## src/rtl/z80_bus_cycle.sv

```systemverilog
// Converts one-cycle sequencer bus requests into Z80 T-state pin cycles with registered strobes.
// Define Z80_BUS_WAIT_EN to honour nWAIT; otherwise cycle lengths are fixed.
module z80_bus_cycle #(
    parameter int IO_AUTO_WAIT = 1
) (
    input  logic        clk,
    input  logic        reset,
    input  logic        req_valid,
    output logic        req_ready,
    input  logic        req_mem_rd,
    input  logic        req_mem_wr,
    input  logic        req_io_rd,
    input  logic        req_io_wr,
    input  logic        req_m1,
    input  logic [15:0] req_addr,
    input  logic [7:0]  req_wdata,
    input  logic [15:0] refresh_addr,
    output logic        rsp_valid,
    output logic [7:0]  rsp_rdata,
    output logic        rsp_err,
    output logic [15:0] A,
    output logic [7:0]  D_OUT,
    output logic        D_OE,
    input  logic [7:0]  D_IN,
    output logic        nMREQ,
    output logic        nIORQ,
    output logic        nRD,
    output logic        nWR,
    output logic        nM1,
    output logic        nRFSH,
    input  logic        nWAIT,
    output logic [2:0]  dbg_state
);

    typedef enum logic [2:0] {
        S_IDLE, S_T1, S_T2, S_TA, S_TW, S_T3, S_T4
    } state_t;

    typedef enum logic [2:0] {
        OP_MRD, OP_MWR, OP_IORD, OP_IOWR, OP_M1
    } op_t;

    localparam int TA_LAST = (IO_AUTO_WAIT > 0) ? IO_AUTO_WAIT - 1 : 0;

    state_t      state_q, state_d;
    op_t         op_q, op_d, req_op;
    logic [1:0]  cnt_q, cnt_d;
    logic [15:0] addr_q, addr_d;
    logic [7:0]  wdata_q, wdata_d;
    logic        err_pend_q, err_pend_d;

    logic        ready_q, ready_d;
    logic        rsp_valid_q, rsp_valid_d;
    logic        rsp_err_q, rsp_err_d;
    logic [7:0]  rdata_q, rdata_d;
    logic [15:0] a_q, a_d;
    logic        doe_q, doe_d;
    logic        mreq_n_q, mreq_n_d, iorq_n_q, iorq_n_d;
    logic        rd_n_q, rd_n_d, wr_n_q, wr_n_d;
    logic        m1_n_q, m1_n_d, rfsh_n_q, rfsh_n_d;

    logic [3:0]  ops;
    logic        req_legal, accept, illegal_acc, done, done_rd, wait_req;

`ifdef Z80_BUS_WAIT_EN
    assign wait_req = ~nWAIT;
`else
    logic unused_nwait;
    assign unused_nwait = nWAIT;
    assign wait_req     = 1'b0;
`endif

    // Legal: exactly one op bit, and the M1 qualifier only on memory reads.
    always_comb begin
        ops       = {req_mem_rd, req_mem_wr, req_io_rd, req_io_wr};
        req_legal = (ops != 4'd0) && ((ops & (ops - 4'd1)) == 4'd0) && (!req_m1 || req_mem_rd);
        if (req_m1)          req_op = OP_M1;
        else if (req_mem_rd) req_op = OP_MRD;
        else if (req_mem_wr) req_op = OP_MWR;
        else if (req_io_rd)  req_op = OP_IORD;
        else                 req_op = OP_IOWR;
        accept = req_valid && ready_q;
    end

    always_comb begin
        state_d     = state_q;
        op_d        = op_q;
        cnt_d       = cnt_q;
        addr_d      = addr_q;
        wdata_d     = wdata_q;
        illegal_acc = 1'b0;
        case (state_q)
            S_IDLE: state_d = S_IDLE;
            S_T1:   state_d = S_T2;
            S_T2: begin
                if ((op_q == OP_IORD || op_q == OP_IOWR) && IO_AUTO_WAIT > 0) begin
                    state_d = S_TA;
                    cnt_d   = 2'(TA_LAST);
                end else begin
                    state_d = wait_req ? S_TW : S_T3;
                end
            end
            S_TA: begin
                if (cnt_q == 2'd0) state_d = wait_req ? S_TW : S_T3;
                else               cnt_d   = cnt_q - 2'd1;
            end
            S_TW:   state_d = wait_req ? S_TW : S_T3;
            S_T3:   state_d = (op_q == OP_M1) ? S_T4 : S_IDLE;
            S_T4:   state_d = S_IDLE;
            default: state_d = S_IDLE;
        endcase
        if (accept) begin
            if (req_legal) begin
                state_d = S_T1;
                op_d    = req_op;
                addr_d  = req_addr;
                wdata_d = req_wdata;
            end else begin
                state_d     = S_IDLE;
                illegal_acc = 1'b1;
            end
        end
    end

    // Completion: end of T3 for plain cycles, end of T2/last TW for opcode fetch.
    // An illegal request accepted in the same cycle as a completion reports one cycle later.
    always_comb begin
        done_rd = 1'b0;
        done    = 1'b0;
        if (state_q == S_T3 && op_q != OP_M1) begin
            done    = 1'b1;
            done_rd = (op_q == OP_MRD) || (op_q == OP_IORD);
        end
        if (op_q == OP_M1 && (state_q == S_T2 || state_q == S_TW) && state_d == S_T3) begin
            done    = 1'b1;
            done_rd = 1'b1;
        end
        rsp_valid_d = done;
        rdata_d     = done_rd ? D_IN : rdata_q;
        rsp_err_d   = err_pend_q || (illegal_acc && !done);
        err_pend_d  = illegal_acc && done;
        ready_d     = (state_d == S_IDLE && !err_pend_d) ||
                      (state_d == S_T3 && op_d != OP_M1) || (state_d == S_T4);
    end

    // Pin decode for the state being entered, so pins are registered with it.
    always_comb begin
        mreq_n_d = 1'b1;
        iorq_n_d = 1'b1;
        rd_n_d   = 1'b1;
        wr_n_d   = 1'b1;
        m1_n_d   = 1'b1;
        rfsh_n_d = 1'b1;
        doe_d    = 1'b0;
        a_d      = addr_d;
        case (state_d)
            S_T1: begin
                case (op_d)
                    OP_MRD:  begin mreq_n_d = 1'b0; rd_n_d = 1'b0; end
                    OP_MWR:  begin mreq_n_d = 1'b0; doe_d = 1'b1; end
                    OP_IOWR: doe_d = 1'b1;
                    OP_M1:   begin mreq_n_d = 1'b0; rd_n_d = 1'b0; m1_n_d = 1'b0; end
                    default: ;
                endcase
            end
            S_T2, S_TA, S_TW, S_T3: begin
                case (op_d)
                    OP_MRD:  begin mreq_n_d = 1'b0; rd_n_d = 1'b0; end
                    OP_MWR:  begin mreq_n_d = 1'b0; wr_n_d = 1'b0; doe_d = 1'b1; end
                    OP_IORD: begin iorq_n_d = 1'b0; rd_n_d = 1'b0; end
                    OP_IOWR: begin iorq_n_d = 1'b0; wr_n_d = 1'b0; doe_d = 1'b1; end
                    OP_M1: begin
                        if (state_d == S_T3) begin
                            mreq_n_d = 1'b0;
                            rfsh_n_d = 1'b0;
                            a_d      = refresh_addr;
                        end else begin
                            mreq_n_d = 1'b0;
                            rd_n_d   = 1'b0;
                            m1_n_d   = 1'b0;
                        end
                    end
                    default: ;
                endcase
            end
            S_T4: begin
                rfsh_n_d = 1'b0;
                a_d      = refresh_addr;
            end
            default: ;
        endcase
    end

    always_ff @(posedge clk) begin
        if (reset) begin
            state_q     <= S_IDLE;
            op_q        <= OP_MRD;
            cnt_q       <= 2'd0;
            addr_q      <= 16'h0000;
            wdata_q     <= 8'h00;
            err_pend_q  <= 1'b0;
            ready_q     <= 1'b1;
            rsp_valid_q <= 1'b0;
            rsp_err_q   <= 1'b0;
            rdata_q     <= 8'h00;
            a_q         <= 16'h0000;
            doe_q       <= 1'b0;
            mreq_n_q    <= 1'b1;
            iorq_n_q    <= 1'b1;
            rd_n_q      <= 1'b1;
            wr_n_q      <= 1'b1;
            m1_n_q      <= 1'b1;
            rfsh_n_q    <= 1'b1;
        end else begin
            state_q     <= state_d;
            op_q        <= op_d;
            cnt_q       <= cnt_d;
            addr_q      <= addr_d;
            wdata_q     <= wdata_d;
            err_pend_q  <= err_pend_d;
            ready_q     <= ready_d;
            rsp_valid_q <= rsp_valid_d;
            rsp_err_q   <= rsp_err_d;
            rdata_q     <= rdata_d;
            a_q         <= a_d;
            doe_q       <= doe_d;
            mreq_n_q    <= mreq_n_d;
            iorq_n_q    <= iorq_n_d;
            rd_n_q      <= rd_n_d;
            wr_n_q      <= wr_n_d;
            m1_n_q      <= m1_n_d;
            rfsh_n_q    <= rfsh_n_d;
        end
    end

    assign req_ready = ready_q;
    assign rsp_valid = rsp_valid_q;
    assign rsp_err   = rsp_err_q;
    assign rsp_rdata = rdata_q;
    assign A         = a_q;
    assign D_OUT     = wdata_q;
    assign D_OE      = doe_q;
    assign nMREQ     = mreq_n_q;
    assign nIORQ     = iorq_n_q;
    assign nRD       = rd_n_q;
    assign nWR       = wr_n_q;
    assign nM1       = m1_n_q;
    assign nRFSH     = rfsh_n_q;
    assign dbg_state = state_q;

endmodule

```

## config.mk

```make
export PLATFORM = sky130hd
export DESIGN_NAME = z80_bus_cycle
export DESIGN_NICKNAME = d
export VERILOG_FILES = /design/src/rtl/z80_bus_cycle.sv
export SDC_FILE = /design/constraint.sdc
export NUM_CORES = 1
export LEC_CHECK = 0
export CORE_ASPECT_RATIO = 1.4
export CORE_MARGIN = 2
export CORE_UTILIZATION = 40
export DETAILED_ROUTE_END_ITERATION = 10
export PLACE_DENSITY = 0.72
export RECOVER_POWER = 50
export SLEW_MARGIN = 20
export SYNTH_ARGS = -nofsm -noshare
export SYNTH_HDL_FRONTEND = slang
export SYNTH_SLANG_ARGS = --single-unit
export TNS_END_PERCENT = 1
```

## constraint.sdc

```tcl
create_clock -name clk -period 3.15 [get_ports clk]
set_clock_uncertainty 0.15 [all_clocks]
set_input_delay 0.7875 -clock clk [delete_from_list [all_inputs] [get_ports clk]]
set_output_delay 0.7875 -clock clk [all_outputs]
set_load 0.05 [all_outputs]
```

## After elaboration in Yosys (flattened, before gate mapping)

Index checks and enable logic that the tools add are counted.

| storage, ports and cells | value |
|---|---|
| logic and storage cells | 123 |
| bits of input ports | 57 |
| latch bits | 0 |
| flip-flop bits (word level) | 67 |
| output and inout port bits | 45 |
| memories kept | 0 |
| memory bits (read-only) | 0 |
| RAM bits | 0 |

| cells by class | value |
|---|---|
| equality and inequality tests | 22 |
| shift operators | 0 |
| bitwise logic cells | 3 |
| reductions and logical operators | 38 |
| add/sub/neg operators | 2 |
| muxes and demuxes | 40 |
| $mul | 0 |
| divide/modulo/power cells | 0 |
| order comparisons | 0 |

Operators by type and width:

| kind | number |
|---|---|
| two-way mux 16 bit | 4 |
| case mux 16 bit (2 select lines) | 1 |
| equality test 3 x 2 -> 1 bit (second input constant) | 8 |
| two-way mux 3 bit | 8 |
| equality test 3 bit (second input constant) | 7 |
| two-way mux 1 bit | 18 |
| case mux 3 bit (5 select lines) | 1 |
| OR reduction 2 bit | 6 |
| logical AND 1 bit | 10 |
| equality test 3 x 1 -> 1 bit (second input constant) | 3 |
| logical NOT 3 bit | 3 |
| case mux 1 bit (2 select lines) | 4 |
| logical OR 1 bit | 7 |
| two-way mux 2 bit | 3 |
| inequality test 3 bit (second input constant) | 2 |
| OR reduction 5 bit | 1 |
| AND 4 bit | 1 |
| logical NOT 4 bit | 1 |
| inequality test 2 bit (second input constant) | 2 |
| case mux 2 bit (2 select lines) | 1 |
| nonzero test 4 bit | 1 |
| OR reduction 4 bit | 1 |
| subtractor 4 x 1 -> 4 bit (second input constant) | 1 |
| logical NOT 1 bit | 3 |
| 7 further kinds | 8 |

## Depth between registers and ports, before layout

Gate-level depths: netlist of run 1.

| logic depth | value |
|---|---|
| depth in word-level cells | 15 |
| mapped depth | 8 |
| gate-level depth less buffers | 7 |

## Least setup slack after synthesis of run 1

Ideal clock, no wire load.

| timing path | value |
|---|---|
| path type | flip-flop to flip-flop |
| start point | reg state_q[2] (netlist: dbg_state[2]) |
| end point | reg rdata_q[7] (netlist: rsp_rdata[7]) |
| buffers on the path | 1 |
| data required time | 2.872 ns |
| path slack | 0.276 ns |
| data arrival time | 2.596 ns |
| cell stages (with the launch flop) | 9 |
| setup time | 0.128 ns |
| period minus slack after synthesis | 2.874 ns |
| cell sequence | dfxtp_1 clkbuf_1 inv_1 ha_1 a21o_1 a2111oi_0 a21oi_1 mux2i_1 nor2_1 |

| between the ends | value |
|---|---|
| cells in the longest elaborated chain, start to end | 6 |
| elaborated cells between the ends (all ways) | 15 |
| classes of those cells | 6 x eq/ne; 5 x mux; 4 x reduce/logical |

Ends and longest elaborated chain:

| item | RTL line | source |
|---|---|---|
| start: declaration | 45 | `state_t state_q, state_d;` |
| start signal: assignment | 215 | `state_q <= state_d;` |
| equality test 3 bit, or another cell as far along | 92, 130 |  |
| case mux 3 bit (5 select lines) | 92 | `case (state_q)` |
| two-way mux 3 bit | 112 | `if (accept) begin` |
| equality test 3 bit | 134 | `if (op_q == OP_M1 && (state_q == S_T2 \|\| state_q == S_TW) && state_d == S_T3) begin` |
| logical AND 1 bit | 134 |  |
| two-way mux 1 bit (*) | 134 |  |
| end signal: assignment | 224 | `rdata_q <= rdata_d;` |
| end: declaration | 55 | `logic [7:0] rdata_q, rdata_d;` |

Mark *: on every way between the ends. The rest lies on a longest branch, timed or not.
A chain may end at the register's enable or synchronous reset.

## Final worst setup path of run 1

| timing path | value |
|---|---|
| start point | in req_mem_rd |
| end point | reg rd_n_q (netlist: nRD) |

| between the ends | value |
|---|---|
| cells in the longest elaborated chain, start to end | 11 |
| elaborated cells between the ends (all ways) | 28 |
| classes of those cells | 1 x add/sub; 7 x eq/ne; 10 x mux; 1 x bitwise; 9 x reduce/logical |

Ends and longest elaborated chain:

| item | RTL line | source |
|---|---|---|
| start: declaration | 10 | `input logic req_mem_rd,` |
| subtractor 4 x 1 -> 4 bit | 76 | `req_legal = (ops != 4'd0) && ((ops & (ops - 4'd1)) == 4'd0) && (!req_m1 \|\| req_mem_rd);` |
| AND 4 bit | 76 |  |
| logical NOT 4 bit | 76 |  |
| logical AND 1 bit (2 in a row) | 76 |  |
| two-way mux 1 bit / two-way mux 3 bit (equally long branches) | 113 | `if (req_legal) begin` |
| two-way mux 3 bit | 112 |  |
| equality test 3 bit, or another cell as far along | 156, 173 |  |
| two-way mux 1 bit / OR reduction 2 bit (equally long branches) | -- |  |
| case mux 1 bit (2 select lines) / two-way mux 1 bit (equally long branches) | 167, 158 |  |
| case mux 1 bit (2 select lines) (*) | 156 | `case (state_d)` |
| end signal: assignment | 229 | `rd_n_q <= rd_n_d;` |
| end: declaration | 59 | `logic rd_n_q, rd_n_d, wr_n_q, wr_n_d;` |

Marks and branches as above.

==> impl_metrics.yaml, run 1 <==
setup_path:
  reg2reg_depth: 8
  critical_path.endpoint_type: "flip-flop"
  worst-setup-path-type: "in2reg"
  arrival_ns: 2.99
  cp.required_ns: 3.21
  start_kind: "input pin"
  reg2reg_from: "dbg_state[2]"
  worstPathMaxFanout: 4
  startpoint: "req_mem_rd"
clocking:
  worstSkewPairLatency_ns: 0.34
  cts_setup_buffers: 0
  cts_resized: 0
  cts_htree_levels: 3
  cts.clk_slew.worst_paths_ns: 0.08
  clk_path_buf_depth: 2
  cts.sink_count: 67
  cts_tree: "yes"
  cts_buffers: 9
  cts-root-buf: "clkbuf_8"
  holdBufCountCts: 0
placement:
  portBuffers: 100
  hpwl_um: 5426
  gp_congestion: 0.8412
global_route:
  grt_remaining_overflow: 0
  grt_max_degree: 50
  grt_pass1_vias: 2679
  grt_first_pass_wirelength_um: 12320
  antenna_found_initial: 0
  grt_usage_pct: 18.94
routing:
  viasPerCell: 5.126
  drc_errors: 0
  avgRoutedWirePerCell_um: 14.10
  drt_wl_total_um: 7373
  via_count: 2681
  dr.pass1.iters: 4
  drt_iter0_drc: 164
  drtAntennaViolNets: 0
timing:
  post-route-min-period_ns: 2.928
  max_freq_ghz: 0.3415
  relSlewSlack_pct: 61.23
  slew_viol_final: 0
  grt_setup_unrepaired: "false"
  holdWs_ns: 0.3036
  worst_pin_slew_ns: 0.5668
  hold_violations: 0
  post-route-period-util_pct: 92.95
  setup_viol: 0
final_layout:
  nFillCells: 622
  antenna_cells: 0
  synthToLayoutAreaGrowth_pct: 48.01
  drive_gt1_share_pct: 14.72
  utilization_pct: 61.70
  nets: 482
outcome:
  status: "finished clean"
power_and_ir_drop:
  peakVddDrop_v: 0.0002943
  power_frac_comb_pct: 12.4
  power.internal_w: 0.001348
  p_per_area_nw_per_um2: 417.7
  swShare_pct: 25.56
  clkPwrFrac_pct: 39.5
  power.leakage_nw: 1.723
  seqPwrFrac_pct: 48.1
  p_sw_w: 0.0004629
die:
  dieHeight_um: 105.3
  die_w_um: 76.32
  fp.dieArea_um2: 8033
  start_util_pct: 41.68
  num_rows: 36
  coreArea_um2: 7027
  io_pins: 102
synth:
  yosysSeqAreaShare_pct: 45.79
  syn-num-nets: 369
  synth_edf_count: 0
  synthMostInstantiatedCell: "dfxtp_1"
  avgSynthCellArea_um2: 9.449
  synthFlopType: "dfxtp_1"
  synthTopCellsByCount: "67 x dfxtp_1, 32 x a21oi_1, 24 x nand3_1"
  yosys_warnings: 0
  async_flop_share_pct: 0
  synth_cell_types: 51
  mappedNetlistArea_um2: 2929
  synth_top_area_share_pct: 45.79
  ys_seq_elements: 67
  synth_area_leaders: "dfxtp_1 46%, a21oi_1 5.5%, mux2_4 4.6%, o211ai_1 4.6%, nand3_1 4.1%"
  netlist_instances: 310
  synth_area_leader_cell: "dfxtp_1"
worst_hold_path:
  whs_path_depth: 2
  hold_start: "D_OUT[5]"
  holdCritPathClass: "reg2reg"
flow_run:
  maxCapViolations: 0
-- registers in the layout (all words and copies together) (netlist names), 2 cells and up --
| signal | cells |
|---|---|
| A | 16 |
| addr_q | 16 |
| D_OUT | 8 |
| rsp_rdata | 8 |
| dbg_state | 3 |
| op_q | 3 |
| cnt_q | 2 |
-- metrics by stage --
step                      cell area [um^2]  TNS (ns)  setup WS, ns  total power, W  instances
after floorplan                       2929         0        0.2762        0.001000        310
after global placement                4153   -0.6087      -0.04571        0.001119        507
after detailed placement              4153    -1.004      -0.06269        0.001122        507
after CTS                             4354         0        0.3028        0.001836        523
after global routing                  4335         0        0.1377        0.001882        523
final                                 4335         0        0.2220        0.001811        523
-- cells by family (layout without fill, tap and decap cells) --
logic type / count (synthesis) / after routing / synth area share, %
flip-flops: 67 / 67 / 45.79
XOR/XNOR: 2 / 2 / 0.5981
buffers and inverters: 27 / 145 / 3.802
adder cells (fa/ha/maj): 2 / 2 / 0.8542
AND/OR/NAND/NOR: 115 / 115 / 20.68
multiplexers: 26 / 26 / 10.76
AO/OA/AOI/OAI: 71 / 71 / 17.51
-- cell usage in the layout, fill, tap and decap left out, drive strengths merged, types with 19 or more instances in the layout --
cell and instances:
a21oi 32, buf 23, clkdlybuf4s50 57, dfxtp 67
dlygate4sd3 42, nand2 20, nand3 24, nor2 21
nor2b 19, o211ai 19
-- layout make-up --
| class | instances | area [um^2] | share of cell area, % |
|---|---|---|---|
| Multi-Input combinational cell | 216 | 1461 | 33.71 |
| Sequential cell | 67 | 1341 | 30.94 |
| Timing Repair Buffer | 123 | 1190 | 27.45 |
| Clock buffer | 9 | 123.9 | 2.857 |
| Tap cell | 95 | 118.9 | 2.742 |
| Clock inverter | 7 | 77.57 | 1.789 |
| Inverter | 6 | 22.52 | 0.5195 |
-- critical path: stages --
cell	delay, ns
clkdlybuf4s50_1	0.46
or4b_2	0.67
a31oi_1	0.34
o21ai_4	0.11
buf_4	0.16
a311oi_1	0.20
buf_4	0.17
o211ai_1	0.09
-- final timing paths --
| kind | end | slack [ns] |
|---|---|---|
| setup / recovery | nRD | 0.22 |
| hold / removal | D_OUT[5] | 0.30 |
| setup reg to reg | rsp_rdata[1] | 0.54 |
| hold reg to reg | D_OUT[5] | 0.30 |
-- metal layers --
metal / global-route usage, % / share of wire [%] / vias up
li1: - / - / 1335
met5: 0 / 0 / -
met4: 9.870 / 2.9 / 0
met1: 21.17 / 41 / 1243
met3: 4.538 / 5.4 / 16
met2: 33.19 / 51 / 87
-- power groups by stage --
stage / Combinational (W) / Clock, W / Sequential (W)
finish: 0.000224 / 0.000715 / 0.000871
global route: 0.000241 / 0.000767 / 0.000873
CTS: 0.000232 / 0.000733 / 0.000872
detailed placement: 0.000230 / 0 / 0.000892
global placement: 0.000228 / 0 / 0.000891
floorplan: 0.0000712 / 0 / 0.000929
No activity file was read; power rests on OpenSTA's default activity.
==> inputs of run 2 (changes only) <==
--- a/config.mk
+++ b/config.mk
@@ -5,6 +5,7 @@
 export SDC_FILE = /design/constraint.sdc
 export NUM_CORES = 1
 export LEC_CHECK = 0
+export ABC_CLOCK_PERIOD_IN_PS = 3150
 export CORE_ASPECT_RATIO = 1.4
 export CORE_MARGIN = 2
 export CORE_UTILIZATION = 40
==> results of run 2 <==
No change in the layout: final DEF, timing and power equal those of run 1.
==> inputs of run 3 (changes only) <==
--- a/config.mk
+++ b/config.mk
@@ -8,9 +8,9 @@
 export ABC_CLOCK_PERIOD_IN_PS = 3150
 export CORE_ASPECT_RATIO = 1.4
 export CORE_MARGIN = 2
-export CORE_UTILIZATION = 40
+export CORE_UTILIZATION = 45
 export DETAILED_ROUTE_END_ITERATION = 10
-export PLACE_DENSITY = 0.72
+export PLACE_DENSITY = 0.8
 export RECOVER_POWER = 50
 export SLEW_MARGIN = 20
 export SYNTH_ARGS = -nofsm -noshare
==> impl_metrics.yaml, run 3 (synthesis results as in run 1) <==
outcome:
  status: "finished clean"
worst_hold_path:
  holdCritPathClass: "reg2reg"
clocking:
  clk_path_buf_depth: 2
  worstSkewPairLatency_ns: 0.35
  holdBufCountCts: 0
  cts_tree: "yes"
  cts-root-buf: "clkbuf_8"
  cts.clk_slew.worst_paths_ns: 0.08
  cts_htree_levels: 3
  cts_setup_buffers: 0
  cts_buffers: 9
  cts.sink_count: 67
  cts_resized: 0
global_route:
  antenna_found_initial: 0
  grt_first_pass_wirelength_um: 11830
  grt_pass1_vias: 2609
  grt_max_degree: 53
  grt_usage_pct: 20.94
  grt_remaining_overflow: 0
setup_path:
  worstPathMaxFanout: 5
  critical_path.endpoint_type: "flip-flop"
  start_kind: "input pin"
  cp.required_ns: 3.21
  worst-setup-path-type: "in2reg"
  arrival_ns: 2.99
timing:
  grt_setup_unrepaired: "false"
  hold_violations: 0
  holdWs_ns: 0.3024
  worst_pin_slew_ns: 1.002
  final.setup.worst_slack_ns: 0.2233
  post-route-min-period_ns: 2.927
  slew_viol_final: 0
  relSlewSlack_pct: 33.19
  post-route-period-util_pct: 92.91
  max_freq_ghz: 0.3417
  setup_viol: 0
final_layout:
  nets: 479
  final_cell_mix: "67 x dfxtp_1, 56 x clkdlybuf4s50_1, 43 x dlygate4sd3_1"
  nFillCells: 495
  drive_gt1_share_pct: 14.59
  antenna_cells: 0
  stdcell_count: 497
  utilization_pct: 70.01
  final_common_cell: "dfxtp_1"
  synthToLayoutAreaGrowth_pct: 49.47
die:
  num_rows: 34
  coreArea_um2: 6254
  start_util_pct: 46.84
  fp.dieArea_um2: 7180
  die_w_um: 72.19
  dieHeight_um: 99.46
  io_pins: 102
routing:
  dr.pass1.iters: 4
  avgRoutedWirePerCell_um: 14.71
  drtAntennaViolNets: 0
  viasPerCell: 5.394
  drt_iter0_drc: 138
  via_count: 2681
  drc_errors: 0
  drt_wl_total_um: 7313
power_and_ir_drop:
  power_frac_comb_pct: 11.1
  seqPwrFrac_pct: 43.0
  swShare_pct: 21.92
  p_total_w: 0.002026
  p_per_area_nw_per_um2: 462.8
  power.internal_w: 0.001582
  clkPwrFrac_pct: 45.9
  power.leakage_nw: 1.750
  p_sw_w: 0.0004442
  peakVddDrop_v: 0.0003880
placement:
  place_inst: 481
  hpwl_um: 5288
  preCtsSetupSlack_ns: -0.1112
  gp_congestion: 0.8517
  portBuffers: 100
flow_run:
  maxCapViolations: 0
==> run 3: worst paths after layout <==
check | slack [ns] | end | from | depth (start not counted)
hold / removal | 0.30 | D_OUT[7] | D_OUT[7] | 2
setup / recovery | 0.22 | nRD | req_mem_rd | 8
setup reg to reg | 0.59 | rsp_rdata[0] | dbg_state[1] | 6
hold reg to reg | 0.30 | D_OUT[7] | D_OUT[7] | 2
==> run 3: per-stage QoR <==
| stage | area, um^2 | TNS (ns) |
|---|---|---|
| 2_1_floorplan | 2929 | 0 |
| 3_3_place_gp | 4114 | -1.452 |
| 3_5_place_dp | 4114 | -1.714 |
| 4_1_cts | 4378 | 0 |
| 5_1_grt | 4378 | 0 |
| 6_report | 4378 | 0 |
==> run 3: critical path, cell delays in order <==
cell and delay [ns]:
clkdlybuf4s50_1 0.45, or4b_2 0.73, a31oi_4 0.25, o21ai_4 0.11, buf_4 0.17, a311oi_1 0.21, buf_4 0.19, o211ai_1 0.10
==> run 3: power groups by stage <==
stage	Combinational (W)	Clock, W	Sequential, W
4_1_cts	0.000230	0.000942	0.000872
3_3_place_gp	0.000225	0	0.000891
3_5_place_dp	0.000229	0	0.000892
6_report	0.000224	0.000930	0.000872
5_1_grt	0.000241	0.000980	0.000873
2_1_floorplan	0.0000712	0	0.000929
==> run 3: routing by layer <==
layer  vias up  routed length [um]  GRT usage [%]
li1       1326                   -              -
met1      1245                2743          23.04
met2        94                3918          36.98
met3        16                 448          4.053
met4         0                 203          11.47
met5         -                   0              0
==> run 3: final cells by class <==
class	instances	area, um^2	area share, %
multi-input cells	216	1476	33.72
clock inverters	7	140.1	3.201
clock buffers	9	123.9	2.829
repair buffers	120	1184	27.04
flip-flops and latches	67	1341	30.64
inverters	6	22.52	0.5144
well taps	72	90.09	2.058
